--- src/rtl/banked_regfile.sv ---
// banked_regfile: single-clock ARM-style banked register file.
//   16 logical GPRs (r15 = PC) with FIQ (r8-r14) and SVC/ABT/IRQ/UND (r13-r14)
//   shadow banks, CPSR, five SPSRs, a two-step exception-entry sequencer and
//   exception return. The bank is selected by CPSR[4:0].
// Ports:
//   clk1, rst                  clock, synchronous active-high reset
//   rd_addr/rd_data            NUM_RD combinational read ports (4-bit addr each)
//   pc_read                    current r15
//   wr_en/wr_addr/wr_data      GPR write
//   pc_we/pc_wdata             r15 write (wr_en to r15 takes precedence)
//   cpsr_we/wdata/mask, cpsr   masked CPSR write, current CPSR
//   spsr_we/wdata, spsr        SPSR of current mode (0 where none exists)
//   eret                       CPSR <= SPSR(current mode)
//   exc_req/mode/vec/ret       exception entry request
//   exc_busy, exc_ack          sequencer active, entry-complete pulse
// Optional feature: define REGBANK_BYPASS_EN for same-cycle write forwarding.
module banked_regfile #(
  parameter int unsigned       DATA_W     = 32,
  parameter int unsigned       NUM_RD     = 2,
  parameter logic [DATA_W-1:0] RESET_PC   = '0,
  parameter logic [DATA_W-1:0] RESET_CPSR = DATA_W'(32'h000000D3)
) (
  input  logic                       clk1,
  input  logic                       rst,
  input  logic [NUM_RD*4-1:0]        rd_addr,
  output logic [NUM_RD*DATA_W-1:0]   rd_data,
  output logic [DATA_W-1:0]          pc_read,
  input  logic                       wr_en,
  input  logic [3:0]                 wr_addr,
  input  logic [DATA_W-1:0]          wr_data,
  input  logic                       pc_we,
  input  logic [DATA_W-1:0]          pc_wdata,
  input  logic                       cpsr_we,
  input  logic [DATA_W-1:0]          cpsr_wdata,
  input  logic [DATA_W-1:0]          cpsr_mask,
  output logic [DATA_W-1:0]          cpsr,
  input  logic                       spsr_we,
  input  logic [DATA_W-1:0]          spsr_wdata,
  output logic [DATA_W-1:0]          spsr,
  input  logic                       eret,
  input  logic                       exc_req,
  input  logic [4:0]                 exc_mode,
  input  logic [DATA_W-1:0]          exc_vec,
  input  logic [DATA_W-1:0]          exc_ret,
  output logic                       exc_busy,
  output logic                       exc_ack
);

  typedef enum logic [1:0] {ST_IDLE, ST_SAVE, ST_SWITCH} state_e;
  typedef enum logic [2:0] {BK_BASE, BK_FIQ, BK_SVC, BK_ABT, BK_IRQ, BK_UND} bank_e;

  // Flat physical storage: base r0-r14 at 0..14, FIQ r8-r14 at 15..21,
  // then r13/r14 pairs for SVC (22), ABT (24), IRQ (26), UND (28).
  localparam int unsigned NUM_PHYS = 30;

  logic [DATA_W-1:0] regs   [NUM_PHYS];
  logic [DATA_W-1:0] spsr_r [6];  // entry 0 (base bank) is never written
  logic [DATA_W-1:0] pc_r;
  logic [DATA_W-1:0] cpsr_r;
  logic [DATA_W-1:0] pc_fwd;

  state_e            state, state_next;
  logic [4:0]        tgt_mode;
  logic [DATA_W-1:0] tgt_vec;
  logic [DATA_W-1:0] tgt_ret;
  bank_e             cur_bank, tgt_bank;
  logic              wr_fire, pc_fire;

  function automatic bank_e mode_bank(input logic [4:0] m);
    case (m)
      5'b10001: mode_bank = BK_FIQ;
      5'b10011: mode_bank = BK_SVC;
      5'b10111: mode_bank = BK_ABT;
      5'b10010: mode_bank = BK_IRQ;
      5'b11011: mode_bank = BK_UND;
      default:  mode_bank = BK_BASE;
    endcase
  endfunction

  function automatic logic [4:0] phys_idx(input bank_e b, input logic [3:0] a);
    logic [4:0] ax;
    ax = {1'b0, a};
    phys_idx = ax;
    case (b)
      BK_FIQ: if (a >= 4'd8)  phys_idx = ax + 5'd7;
      BK_SVC: if (a >= 4'd13) phys_idx = ax + 5'd9;
      BK_ABT: if (a >= 4'd13) phys_idx = ax + 5'd11;
      BK_IRQ: if (a >= 4'd13) phys_idx = ax + 5'd13;
      BK_UND: if (a >= 4'd13) phys_idx = ax + 5'd15;
      default: ;
    endcase
    if (a == 4'hF) phys_idx = '0;  // r15 lives in pc_r, never indexes the array
  endfunction

  assign cur_bank = mode_bank(cpsr_r[4:0]);
  assign tgt_bank = mode_bank(tgt_mode);

  // Strobes only take effect in IDLE and are dropped when exc_req wins the cycle.
  assign wr_fire = (state == ST_IDLE) && !exc_req && wr_en;
  assign pc_fire = (state == ST_IDLE) && !exc_req && pc_we;

  assign exc_busy = (state != ST_IDLE);
  assign exc_ack  = (state == ST_SWITCH);
  assign cpsr     = cpsr_r;
  assign spsr     = (cur_bank == BK_BASE) ? '0 : spsr_r[cur_bank];
  assign pc_read  = pc_fwd;

  always_comb begin
    pc_fwd = pc_r;
`ifdef REGBANK_BYPASS_EN
    if (wr_fire && wr_addr == 4'hF) pc_fwd = wr_data;
    else if (pc_fire)               pc_fwd = pc_wdata;
`endif
  end

  always_comb begin
    rd_data = '0;
    for (int unsigned k = 0; k < NUM_RD; k++) begin
      if (rd_addr[4*k +: 4] == 4'hF)
        rd_data[k*DATA_W +: DATA_W] = pc_fwd;
      else
        rd_data[k*DATA_W +: DATA_W] = regs[phys_idx(cur_bank, rd_addr[4*k +: 4])];
`ifdef REGBANK_BYPASS_EN
      if (wr_fire && wr_addr != 4'hF && rd_addr[4*k +: 4] == wr_addr)
        rd_data[k*DATA_W +: DATA_W] = wr_data;
`endif
    end
  end

  always_ff @(posedge clk1) begin
    if (rst) state <= ST_IDLE;
    else     state <= state_next;
  end

  always_comb begin
    state_next = state;
    case (state)
      ST_IDLE:   if (exc_req) state_next = ST_SAVE;
      ST_SAVE:   state_next = ST_SWITCH;
      ST_SWITCH: state_next = ST_IDLE;
      default:   state_next = ST_IDLE;
    endcase
  end

  always_ff @(posedge clk1) begin
    if (rst) begin
      for (int unsigned i = 0; i < NUM_PHYS; i++) regs[i] <= '0;
      for (int unsigned i = 0; i < 6; i++) spsr_r[i] <= '0;
      pc_r     <= RESET_PC;
      cpsr_r   <= RESET_CPSR;
      tgt_mode <= '0;
      tgt_vec  <= '0;
      tgt_ret  <= '0;
    end else begin
      case (state)
        ST_IDLE: begin
          if (exc_req) begin
            tgt_mode <= exc_mode;
            tgt_vec  <= exc_vec;
            tgt_ret  <= exc_ret;
          end else begin
            if (pc_we && !(wr_en && wr_addr == 4'hF)) pc_r <= pc_wdata;
            if (wr_en) begin
              if (wr_addr == 4'hF) pc_r <= wr_data;
              else                 regs[phys_idx(cur_bank, wr_addr)] <= wr_data;
            end
            if (eret) begin
              if (cur_bank != BK_BASE) cpsr_r <= spsr_r[cur_bank];
            end else if (cpsr_we) begin
              cpsr_r <= (cpsr_r & ~cpsr_mask) | (cpsr_wdata & cpsr_mask);
            end
            if (spsr_we && cur_bank != BK_BASE) spsr_r[cur_bank] <= spsr_wdata;
          end
        end
        ST_SAVE: begin
          if (tgt_bank != BK_BASE) begin
            spsr_r[tgt_bank]               <= cpsr_r;
            regs[phys_idx(tgt_bank, 4'd14)] <= tgt_ret;
          end
        end
        ST_SWITCH: begin
          cpsr_r[4:0] <= tgt_mode;
          cpsr_r[5]   <= 1'b0;
          cpsr_r[7]   <= 1'b1;
          if (tgt_bank == BK_FIQ) cpsr_r[6] <= 1'b1;
          pc_r <= tgt_vec;
        end
        default: ;
      endcase
    end
  end

endmodule

--- config.mk ---
export PLATFORM = sky130hd
export DESIGN_NAME = banked_regfile
export DESIGN_NICKNAME = d
export VERILOG_FILES = /design/src/rtl/banked_regfile.sv
export SDC_FILE = /design/constraint.sdc
export NUM_CORES = 2
export LEC_CHECK = 0
export CAP_MARGIN = 0
export CELL_PAD_IN_SITES_DETAIL_PLACEMENT = 1
export CELL_PAD_IN_SITES_GLOBAL_PLACEMENT = 1
export CORE_ASPECT_RATIO = 1.4
export CORE_MARGIN = 2
export CORE_UTILIZATION = 45
export CTS_BUF_LIST = sky130_fd_sc_hd__clkbuf_2 sky130_fd_sc_hd__clkbuf_4 sky130_fd_sc_hd__clkbuf_8
export DETAILED_ROUTE_END_ITERATION = 10
export HOLD_SLACK_MARGIN = 0.08
export PLACE_DENSITY_LB_ADDON = 0.08
export SYNTH_ARGS = -nofsm -noshare
export SYNTH_HDL_FRONTEND = slang
export SYNTH_SLANG_ARGS = --single-unit
export TNS_END_PERCENT = 50
--- constraint.sdc ---
create_clock -name clk1 -period 9.3 [get_ports clk1]
set_clock_uncertainty 0.05 [all_clocks]
set_input_delay 1.86 -clock clk1 [delete_from_list [all_inputs] [get_ports clk1]]
set_output_delay 1.86 -clock clk1 [all_outputs]
set_load 0.05 [all_outputs]
==> run metrics <==
Top cell by count, worst path buf_4; Synth Instances 5808; fin cells 8248; Antenna Nets Post-Route 0; Yosys Warn Count 0; Int Pwr 11.9 mW; combinational power share 0.347; core region area 0.151 mm2; critical path startpoint category input port; Final Setup Violations 0; Post-synth EDFFs 1216; status finished with violations; Synth Area in Adders 0.00165; main area contributors after synthesis edfxtp_1 53%, mux4_2 11%, nor2_1 6.7%; Yosys top cell area share 0.535; GPL Wtd Cong 0.878; wire per inst 36.6 um; initial core utilization 0.452; sw frac 0.370; Slew Limit Fails 0; power share of the sequential group 0.374; vias in the first global route 57265; cts bufs inserted 216; Fmax achieved 109 MHz; Final Hold Viols 0; Synth Area in Simple Gates 0.138; grt ovf 0; MaxCap Viol Count 1; min Tclk post-route 9.20 ns; via count of the routed design 56211; Iter 0 DRT Violations 6899; worst vdd ir 203 uV; setup tns final 0 ns; Hold WC Path Type register to register; setup slack at placement 0.348 ns; leading cell types by count after synthesis 1223 x nor2_1, 1216 x edfxtp_1, 508 x nand2_1, 458 x clkbuf_1, 345 x mux4_2; CP arrival 7.29 ns; Async SR Flop Fraction 0; Mean Syn Cell Area 11.8 um2; top-count cell post-synth nor2_1; largest family of logic cells by synthesized area multiplexers; Max Buffers Root-to-Sink 3; Largest delay share family, worst path buffers and inverters; Vias/cell 6.82; # Post-CTS Setup Buffers 0; CP Capture Type primary output; initial antenna violation count 17; DRT Pass-1 Iters 6; net load switching power 6.98 mW; dpl cells 7846; I/O pin cnt 411; die area 0.155 mm2; crit-path max cell delay 0.77 ns; global-route wire length before repair 424000 um; Clock Power Share 0.278; WS Path Type input port to primary output; worst rel slew slack 0.00882; fraction of layout cells with a size suffix above 1 0.185; die height 465 um; worst setup margin 0.100 ns; slew of the pin with the lowest slew margin 1.47 ns; GRT Overall Usage 0.386; row count 169; violated checks capacitance limit; htree depth 4; IO buf count 410; Final period util 0.989; Clk pin slew, worst setup/hold paths 0.07 ns; largest net degree at the start of global routing 131; WP data required 7.39 ns; RSZ-0062 raised after global routing false; Hold-fix buffers, CTS 0; Root Driver clkbuf_8; P per Cell Area 235 mW/mm2; Post-Synth XOR/XNOR Area 0.00167; crit-path cells clkdlybuf4s50_1, inv_1, ha_1, a21oi_1, o221a_2, o2111ai_1, a2bb2oi_4, buf_4, buf_4, nand2_1, a32o_1, nor4_1, buf_4, buf_12; biggest area consumer among synthesized cells edfxtp_1; # clock sinks 1351; #FFs+latches synth 1351; P&R area growth vs syn 17.3%; DRC Markers 0; worst-path fanout max 38; CTS tree done; Mapped Area 0.0683 mm2; die width 333 um; sequential area share after synthesis 0.574; PostCTS Resize Cnt 0; # nets final 6356; Compound-Gate Fraction of Synth Area 0.104; CP bufs+invs 6; Netlist cell types 85; Synth Flop Type edfxtp_1; post-DP HPWL 189000 um; cell at the slowest stage of the critical path clkdlybuf4s50_1; Clk Latency, worst-skew pair 0.97 ns; Leak 29.0 nW; post-synthesis mux area share 0.140; WL final 302000 um
-- worst register-to-register path: cells and delay by family (launching register included) --
kind                   cells  cell delay [ns]
flip-flops                 1             0.76
buffers and inverters      2             1.14
multiplexers               1             0.34
AND/OR/NAND/NOR            4             1.98
AO/OA/AOI/OAI              4             1.53
-- flip-flops by register name (all words and copies together), names as in the netlist, named ones only --
name / cells
spsr_r: 192
state: 2
regs: 1024
tgt_ret: 32
cpsr: 3
tgt_vec: 32
tgt_mode: 5
pc_read: 32
-- power groups by stage --
stage	registers (mW)	logic (mW)	clock network, mW
final	7.06	6.55	5.26
after global routing	7.08	6.77	5.52
after CTS	7.05	6.48	5.29
after detailed placement	7.18	6.46	0
after global placement	7.16	6.40	0
after floorplan	7.17	3.69	0
-- layout by cell type (no fill, tap or decap), types with 22 or more instances in the layout --
cell type | Yosys | routed
nor2_1 | 1223 | 1216
edfxtp_1 | 1216 | 1216
nand2_1 | 508 | 485
mux4_2 | 345 | 345
clkdlybuf4s50_1 | 0 | 344
clkbuf_8 | 0 | 219
buf_4 | 32 | 216
nand3_1 | 217 | 210
a21oi_1 | 207 | 207
mux2i_1 | 171 | 139
dfxtp_1 | 135 | 135
a211oi_1 | 116 | 116
inv_1 | 99 | 99
a22oi_1 | 95 | 95
o22ai_1 | 94 | 94
o211ai_1 | 90 | 90
and3_1 | 90 | 87
a221oi_1 | 84 | 84
clkbuf_4 | 0 | 74
buf_12 | 0 | 72
a311oi_1 | 69 | 69
o21ai_0 | 61 | 60
clkinv_1 | 0 | 58
nor3_1 | 43 | 40
nand2b_1 | 69 | 38
a222oi_1 | 33 | 33
a31o_2 | 32 | 32
mux2i_4 | 0 | 32
conb_1 | 1 | 32
nand2b_4 | 0 | 22
-- per-stage QoR --
| step | cell area [um2] | hold slack (ns) | total power [mW] | utilization |
|---|---|---|---|---|
| 2_1_floorplan | 68400 | 0.386 | 10.9 | - |
| 3_3_place_gp | 75900 | 0.395 | 13.6 | 0.502 |
| 3_5_place_dp | 75900 | 0.401 | 13.6 | 0.502 |
| 4_1_cts | 80100 | 0.410 | 18.8 | 0.530 |
| 5_1_grt | 80100 | 0.432 | 19.4 | 0.530 |
| 6_report | 80100 | 0.411 | 18.9 | 0.530 |
-- worst paths after layout --
path | from | end | slack, ns | cells after the start
min | tgt_vec[21] | tgt_vec[21] | 0.41 | 2
max | rd_addr[0] | rd_data[14] | 0.10 | 14
max reg2reg | register | regs[17][16] | 3.21 | 11
min reg2reg | tgt_vec[21] | tgt_vec[21] | 0.41 | 2
-- kinds of logic (layout without fill, tap and decap cells) --
kind of cell / after synthesis / in the layout
xor gates and xnor gates: 10 / 10
muxes: 522 / 522
AOI/OAI and AO/OA: 992 / 992
buffers and inverters: 693 / 1125
DFF: 1351 / 1351
other: 1 / 43
and+or+nand+nor: 2230 / 2230
adders and majority gates: 9 / 9
-- final cells by class --
cell class	count	area (um2)
Clock buffer	293	3570
Fill cell	15521	71100
Inverter	99	372
Timing Repair Buffer	635	6530
Sequential cell	1351	39200
Clock inverter	98	678
Tap cell	1966	2460
Multi-Input combinational cell	3795	27300
Antenna cell	11	27.5
-- per-layer routing --
layer,share of wire,GRT usage,vias up,wire (um)
li1,-,-,22357,-
met1,0.35,0.466,28829,106000
met2,0.47,0.628,3957,143000
met3,0.11,0.0871,1054,31800
met4,0.071,0.240,14,21300
met5,0.00031,0,-,94
Power figures use the tool's default switching activity.
